===== src/rtl/cheshire_hyperbus_pkg.sv =====
// =============================================================================
// cheshire_hyperbus_pkg : VGA pin widths and the 4x4 ordered-dither matrix
// Revision: 1.0
// =============================================================================
`default_nettype none

package cheshire_hyperbus_pkg;

   localparam int unsigned VgaOutRedWidth   = 3;
   localparam int unsigned VgaOutGreenWidth = 3;
   localparam int unsigned VgaOutBlueWidth  = 2;

   localparam logic [3:0] Bayer [0:3][0:3] = '{
      '{4'd0,  4'd8,  4'd2,  4'd10},
      '{4'd12, 4'd4,  4'd14, 4'd6 },
      '{4'd3,  4'd11, 4'd1,  4'd9 },
      '{4'd15, 4'd7,  4'd13, 4'd5 }
   };

   function automatic logic [3:0] bayer_lookup(input logic [1:0] row, input logic [1:0] col);
      return Bayer[row][col];
   endfunction

endpackage

`default_nettype wire


===== src/rtl/vga_dither_chan.sv =====
// =============================================================================
// vga_dither_chan : one colour channel -- add threshold offset, saturate,
// truncate to pin width, register on valid pixels.
// Revision: 1.0
// =============================================================================
`default_nettype none

module vga_dither_chan #(
   parameter int unsigned InW  = 5,
   parameter int unsigned OutW = 3
) (
   input  logic            clk_i,
   input  logic            rst_ni,
   input  logic            valid_i,
   input  logic            dither_en_i,
   input  logic [3:0]      thresh_i,
   input  logic [InW-1:0]  chan_i,
   output logic [OutW-1:0] chan_o
);

   localparam int Diff     = int'(InW) - int'(OutW);
   localparam int ShiftOut = (Diff > 0) ? Diff : 0;
   localparam int ShiftT   = (Diff > 0 && Diff <= 4) ? (4 - Diff) : 4;

   if (Diff < 0 || Diff > 4) begin : g_width_check
      $error("vga_dither_chan: input width minus output width must be 0..4");
   end

   logic [InW:0]    offset;
   logic [InW:0]    sum;
   logic [InW-1:0]  sat;
   logic [OutW-1:0] chan_d, chan_q;

   // The offset is always below 2**Diff, so it fits in InW+1 bits.
   always_comb begin
      offset = '0;
      if (dither_en_i && (Diff > 0)) begin
         offset = (InW+1)'(thresh_i >> ShiftT);
      end
      sum    = {1'b0, chan_i} + offset;
      sat    = sum[InW] ? '1 : sum[InW-1:0];
      chan_d = chan_q;
      if (valid_i) begin
         chan_d = OutW'(sat >> ShiftOut);
      end
   end

   always_ff @(posedge clk_i or negedge rst_ni) begin
      if (!rst_ni) begin
         chan_q <= '0;
      end else begin
         chan_q <= chan_d;
      end
   end

   assign chan_o = chan_q;

endmodule

`default_nettype wire


===== src/rtl/vga_out_dither.sv =====
// =============================================================================
// vga_out_dither : ordered-dither RGB reduction to VGA pin widths with
// 1-stage sync delay. Define VGA_DITHER_TEMPORAL_EN for frame-rotated dither.
// Revision: 1.0
// =============================================================================
`default_nettype none

module vga_out_dither
   import cheshire_hyperbus_pkg::*;
#(
   parameter int unsigned InRedW        = 5,
   parameter int unsigned InGreenW      = 6,
   parameter int unsigned InBlueW       = 5,
   parameter int unsigned OutRedW       = VgaOutRedWidth,
   parameter int unsigned OutGreenW     = VgaOutGreenWidth,
   parameter int unsigned OutBlueW      = VgaOutBlueWidth,
   parameter bit          SyncActiveLow = 1'b1
) (
   input  logic                 clk_i,
   input  logic                 rst_ni,
   input  logic                 pix_valid_i,
   input  logic                 dither_en_i,
   input  logic                 hsync_i,
   input  logic                 vsync_i,
   input  logic [InRedW-1:0]    red_i,
   input  logic [InGreenW-1:0]  green_i,
   input  logic [InBlueW-1:0]   blue_i,
   output logic                 hsync_o,
   output logic                 vsync_o,
   output logic [OutRedW-1:0]   red_o,
   output logic [OutGreenW-1:0] green_o,
   output logic [OutBlueW-1:0]  blue_o
);

   localparam logic SyncIdle = SyncActiveLow ? 1'b1 : 1'b0;

   logic       hs_act, vs_act, hs_edge, vs_edge;
   logic       hs_act_q, hs_act_d, vs_act_q, vs_act_d;
   logic       hsync_q, hsync_d, vsync_q, vsync_d;
   logic [1:0] col_q, col_d, row_q, row_d;
   logic [1:0] bayer_col;
   logic [3:0] thresh;

   assign hs_act  = hsync_i ^ SyncActiveLow;
   assign vs_act  = vsync_i ^ SyncActiveLow;
   assign hs_edge = pix_valid_i & hs_act & ~hs_act_q;
   assign vs_edge = pix_valid_i & vs_act & ~vs_act_q;

   // A clear always wins over an increment in the same pixel.
   always_comb begin
      hs_act_d = hs_act_q;
      vs_act_d = vs_act_q;
      hsync_d  = hsync_q;
      vsync_d  = vsync_q;
      col_d    = col_q;
      row_d    = row_q;
      if (pix_valid_i) begin
         hs_act_d = hs_act;
         vs_act_d = vs_act;
         hsync_d  = hsync_i;
         vsync_d  = vsync_i;
         col_d    = hs_edge ? 2'd0 : col_q + 2'd1;
         if (vs_edge) begin
            row_d = 2'd0;
         end else if (hs_edge) begin
            row_d = row_q + 2'd1;
         end
      end
   end

   always_ff @(posedge clk_i or negedge rst_ni) begin
      if (!rst_ni) begin
         hs_act_q <= 1'b0;
         vs_act_q <= 1'b0;
         hsync_q  <= SyncIdle;
         vsync_q  <= SyncIdle;
         col_q    <= 2'd0;
         row_q    <= 2'd0;
      end else begin
         hs_act_q <= hs_act_d;
         vs_act_q <= vs_act_d;
         hsync_q  <= hsync_d;
         vsync_q  <= vsync_d;
         col_q    <= col_d;
         row_q    <= row_d;
      end
   end

`ifdef VGA_DITHER_TEMPORAL_EN
   logic [1:0] frame_q, frame_d;

   always_comb begin
      frame_d = frame_q;
      if (vs_edge) begin
         frame_d = frame_q + 2'd1;
      end
   end

   always_ff @(posedge clk_i or negedge rst_ni) begin
      if (!rst_ni) begin
         frame_q <= 2'd0;
      end else begin
         frame_q <= frame_d;
      end
   end

   // Rotating the column per frame shifts the pattern so it averages over time.
   assign bayer_col = col_q + frame_q;
`else
   assign bayer_col = col_q;
`endif

   assign thresh = bayer_lookup(row_q, bayer_col);

   vga_dither_chan #(.InW(InRedW), .OutW(OutRedW)) u_chan_red (
      .clk_i       (clk_i),
      .rst_ni      (rst_ni),
      .valid_i     (pix_valid_i),
      .dither_en_i (dither_en_i),
      .thresh_i    (thresh),
      .chan_i      (red_i),
      .chan_o      (red_o)
   );

   vga_dither_chan #(.InW(InGreenW), .OutW(OutGreenW)) u_chan_green (
      .clk_i       (clk_i),
      .rst_ni      (rst_ni),
      .valid_i     (pix_valid_i),
      .dither_en_i (dither_en_i),
      .thresh_i    (thresh),
      .chan_i      (green_i),
      .chan_o      (green_o)
   );

   vga_dither_chan #(.InW(InBlueW), .OutW(OutBlueW)) u_chan_blue (
      .clk_i       (clk_i),
      .rst_ni      (rst_ni),
      .valid_i     (pix_valid_i),
      .dither_en_i (dither_en_i),
      .thresh_i    (thresh),
      .chan_i      (blue_i),
      .chan_o      (blue_o)
   );

   assign hsync_o = hsync_q;
   assign vsync_o = vsync_q;

endmodule

`default_nettype wire


===== config.mk =====
export PLATFORM = sky130hd
export DESIGN_NAME = vga_out_dither
export DESIGN_NICKNAME = d
export VERILOG_FILES = /design/src/rtl/cheshire_hyperbus_pkg.sv /design/src/rtl/vga_dither_chan.sv /design/src/rtl/vga_out_dither.sv
export SDC_FILE = /design/constraint.sdc
export NUM_CORES = 1
export LEC_CHECK = 0
export ABC_AREA = 0
export CAP_MARGIN = 10
export CORE_UTILIZATION = 48
export DETAILED_ROUTE_END_ITERATION = 7
export PLACE_DENSITY = 0.83
export SLEW_MARGIN = 20
export SYNTH_ARGS = -nofsm -noshare
export SYNTH_HDL_FRONTEND = slang
export SYNTH_HIERARCHICAL = 1
export SYNTH_SLANG_ARGS = --single-unit

===== constraint.sdc =====
create_clock -name clk_i -period 2.88 [get_ports clk_i]
set_clock_uncertainty 0.2 [all_clocks]
set_input_delay 0.432 -clock clk_i [delete_from_list [all_inputs] [get_ports clk_i]]
set_output_delay 0.432 -clock clk_i [all_outputs]
set_load 0.05 [all_outputs]

==> Flow_metrics.wiki <==
{| class="wikitable"
! Metric !! Value
|-
| Outcome || finished clean
|-
| Grt ovf || 0
|-
| Total routing usage reported by global routing || slightly above 20%
|-
| Die Y-Extent || 47.32 µm
|-
| Worst-path maximum fanout || 9
|-
| Synthesized cell area || between 900 and 1000 µm²
|-
| Final worst path period share || 79.78%
|-
| Router iterations before antenna repair || 5
|-
| Die Area || around 2200 µm²
|-
| Total clock buffers created by CTS || 3
|-
| Quantity of hold-fixing buffers added after cts || 0
|-
| Hold_sp || u_chan_blue/chan_o[1]$_DFFE_PN0P_
|-
| Yosys warns || 6
|-
| Mean routed wirelength per cell || 14.03 µm
|-
| Global-route wire length before repair || 3.105 mm
|-
| Power Total || around 0.90 mW
|-
| Sequential standard cell area || ~400 µm²
|-
| Worst Setup Start Kind || primary input
|-
| Leakage component of the power || 0.5831 nW
|-
| Fillers || roughly 160
|-
| Number of vias after detailed routing || 880
|-
| Wirelength, routed || roughly 2.2 mm
|-
| Min-Delay Endpoint || u_chan_blue/chan_o[1]$_DFFE_PN0P_
|-
| Clock share of power || between 10% and 20%
|-
| Post-DP HPWL || 1.708 mm
|-
| Crit path time final || 2.298 ns
|-
| TritonCTS clock tree || done
|-
| Mean number of vias per cell || 5.605
|-
| Number of standard cells in the layout, taps in and fillers out || approximately 160
|-
| Initial standard-cell utilization of the core || around half
|-
| Site row count || 16
|-
| Number of flops mapped to enable cells by yosys || 0
|-
| Sequential-to-total area share from yosys stat || roughly 41%
|-
| Initial antenna violation count || 0
|-
| Switching share of power || around two fifths
|-
| Pin count of the biggest net entering global routing || 17
|-
| Internal power contribution || between 0.5 and 0.6 mW
|-
| Gate count after technology mapping || 95
|-
| Critical Path, Cell by Cell || clkdlybuf4s50_1 > and2_2 > ha_1 > nand4_2 > a2111oi_1 > a311oi_1
|-
| Total net switching power || about 0.36 mW
|-
| DR iter-0 viols || 26
|-
| Most common cell after layout, fill and taps aside || sky130_fd_sc_hd__clkdlybuf4s50_1
|-
| Arrival @ worst endpoint || about 2.3 ns
|-
| Slowest CP cell || sky130_fd_sc_hd__clkdlybuf4s50_1
|-
| Remaining DRCs || 0
|-
| Power density of the placed cells || roughly 660 nW/µm²
|-
| Worst hold path class || flop to flop
|-
| Largest voltage drop on the vdd net || 0.0004456 V
|-
| Antenna cells || 0
|-
| Number of placed I/O pins || 32
|-
| PostCTS Resize Cnt || 0
|-
| Number of maximum-capacitance constraint violations || 0
|-
| Number of gates on the worst path with buffers counted || 6
|-
| Worst setup EP type || flop
|-
| Critical Path Max Stage Delay || 0.55 ns
|-
| Number of buffers inserted by port buffering || 31
|-
| Number of buffers between clock root and the deepest sink || 2
|-
| Proportion of power drawn by flip-flops and latches || 36.3%
|-
| Flip-flop cell with the highest count after synthesis || sky130_fd_sc_hd__dfrtp_1
|-
| Reg-to-Reg End || u_chan_green/chan_o[2]$_DFFE_PN0P_
|-
| Std-Cell Core Area || 1942 µm²
|-
| Number of register bits inferred by synthesis || 16
|-
| Count of cell types in the netlist || 36
|-
| Post-route worst hold slack || 0.3121 ns
|-
| Max-slew headroom || 51.38%
|-
| Highest-count cells in the layout ignoring fill and taps || sky130_fd_sc_hd__clkdlybuf4s50_1 (31), sky130_fd_sc_hd__dfrtp_1 (14), sky130_fd_sc_hd__nor2_1 (12)
|-
| Cells after DPL || 153
|-
| Number of levels the H-tree was split into || 1
|-
| Depth of the worst hold-timing path || 1
|-
| Synthesized area divided by synthesized cell count || just over 10 µm²
|-
| Worst setup slack for register-to-register paths || 0.72 ns
|-
| Startpoint of the worst register-to-register path || row_q[0]$_DFFE_PN0P_
|-
| Highest clock frequency the design can meet || 435.2 MHz
|-
| Final Hold Fails || 0
|-
| Total number of nets in the final design || around 160
|-
| Worst path bufs/invs || 1
|-
| Final weighted congestion of routability-driven global placement || about 0.69
|-
| Clock latency reported for the late side of the worst-skew pair || ~0.29 ns
|-
| Clock slew at the register clock pins of the worst setup and hold paths || 0.10 ns
|-
| Max-slew violations || 0
|-
| Unrepaired setup endpoints after global routing || false
|-
| Signed area change from the synthesized netlist to the final layout || 38.58%
|-
| Die extent in x || between 40 and 50 µm
|-
| Number of endpoints failing setup at the final stage || 0
|-
| Cell class contributing the biggest share of worst-path delay || compound AO/OA/AOI/OAI gates
|-
| Post-synth net total || around 120
|-
| Final ANT Viol Nets || 0
|-
| Setup_tns || 0 ns
|-
| Actual transition at the worst max-transition pin || around 0.73 ns
|-
| Vias in the first global route || 779
|-
| Required arrival time at the worst endpoint || between 2 and 3 ns
|-
| Root buffer selected by CTS || sky130_fd_sc_hd__clkbuf_4
|-
| Count of buffers added by post-CTS timing repair for setup || 0
|-
| Worst setup path class || primary input to flop
|-
| Fraction of final layout cells sized beyond drive strength 1 || between 10% and 20%
|-
| Total area of multi-input combinational cells || 541.8 µm²
|-
| Async set-reset flop share out of synthesis || between 90% and 100%
|-
| Cell depth of the worst flop-to-flop path || 6
|-
| Logic pwr share || between 40% and 50%
|-
| # clock sinks || 16
|}
-- per-layer routing --
metal	share of wire [%]	global-route usage, %	up-vias
met1	41	22.14	434
met3	3.1	2.308	4
met2	55	37.53	21
met5	0	0	-
li1	-	-	421
met4	1.0	13.14	0
-- worst register-to-register path: cells and delay by family, from the launching register on --
kind | cells | cell delay, ns
xor+xnor | 1 | 0.21
simple gates | 1 | 0.20
fa+ha+maj | 1 | 0.29
compound gates | 3 | 0.69
flops | 1 | 0.48
-- power by group through the flow --
stage / clock (mW) / combinational, mW / sequential (mW)
floorplan: 0 / 0.207 / 0.406
global placement: 0 / 0.405 / 0.326
detailed placement: 0 / 0.419 / 0.331
CTS: 0.153 / 0.421 / 0.326
global route: 0.163 / 0.453 / 0.333
finish: 0.150 / 0.421 / 0.326
-- how the worst max path moves through the flow --
stage | from | endpoint | slack (ns)
5_1_grt | dither_en_i | u_chan_green/chan_o[0]$_DFFE_PN0P_ | 0.53
4_1_cts | hsync_o$_DFFE_PN1P_ | hsync_o | 0.60
3_5_place_dp | dither_en_i | u_chan_green/chan_o[0]$_DFFE_PN0P_ | 0.32
2_1_floorplan | row_q[0]$_DFFE_PN0P_ | u_chan_green/chan_o[1]$_DFFE_PN0P_ | 0.99
3_3_place_gp | dither_en_i | u_chan_green/chan_o[0]$_DFFE_PN0P_ | 0.39
6_report | dither_en_i | u_chan_green/chan_o[0]$_DFFE_PN0P_ | 0.58
-- area by class of cell --
cell class                      count  area share (%)
Multi-Input combinational cell     70           39.65
Timing Repair Buffer               33           23.81
Tap cell                           27           2.473
Inverter                            7           1.923
Sequential cell                    16           29.49
Clock buffer                        4           2.656
-- sequential cells by signal, indices dropped and copies added (netlist names) --
register             count
u_chan_blue/chan_o       2
bayer_col                2
hs_act_q                 1
row_q                    2
vs_act_q                 1
hsync_o                  1
u_chan_red/chan_o        3
vsync_o                  1
u_chan_green/chan_o      3
-- cell usage after synthesis, drive strengths merged (3+ instances only) --
library cell	instances	area, µm²
nor2	12	45.04
inv	7	26.28
mux2	3	37.53
a21oi	3	15.01
ha	5	62.56
xor2	3	26.28
a311oi	3	26.28
o21ai	4	20.02
dfrtp	14	350.3
a211oi	4	30.03
nand2	3	11.26
and2	6	42.55
-- cells by family after synthesis --
logic type / count (synthesis) / synth area share [%]
AO/OA/AOI/OAI: 25 / 19.16
XOR/XNOR: 5 / 4.442
adder cells (fa/ha/maj): 5 / 6.345
buffers and inverters: 9 / 4.188
flip-flops: 16 / 40.86
multiplexers: 4 / 4.822
AND/OR/NAND/NOR: 31 / 20.18
-- stage by stage --
step                      setup WS [ns]  instance area [µm²]  util (%)
after CTS                        0.6003                 1366     70.36
after floorplan                  0.9903                985.9         -
after global routing             0.5274                 1366     70.36
after detailed placement         0.3163                 1330     68.49
final                            0.5822                 1366     70.36
after global placement           0.3925                 1330     68.49
Power figures use the tool's default switching activity.
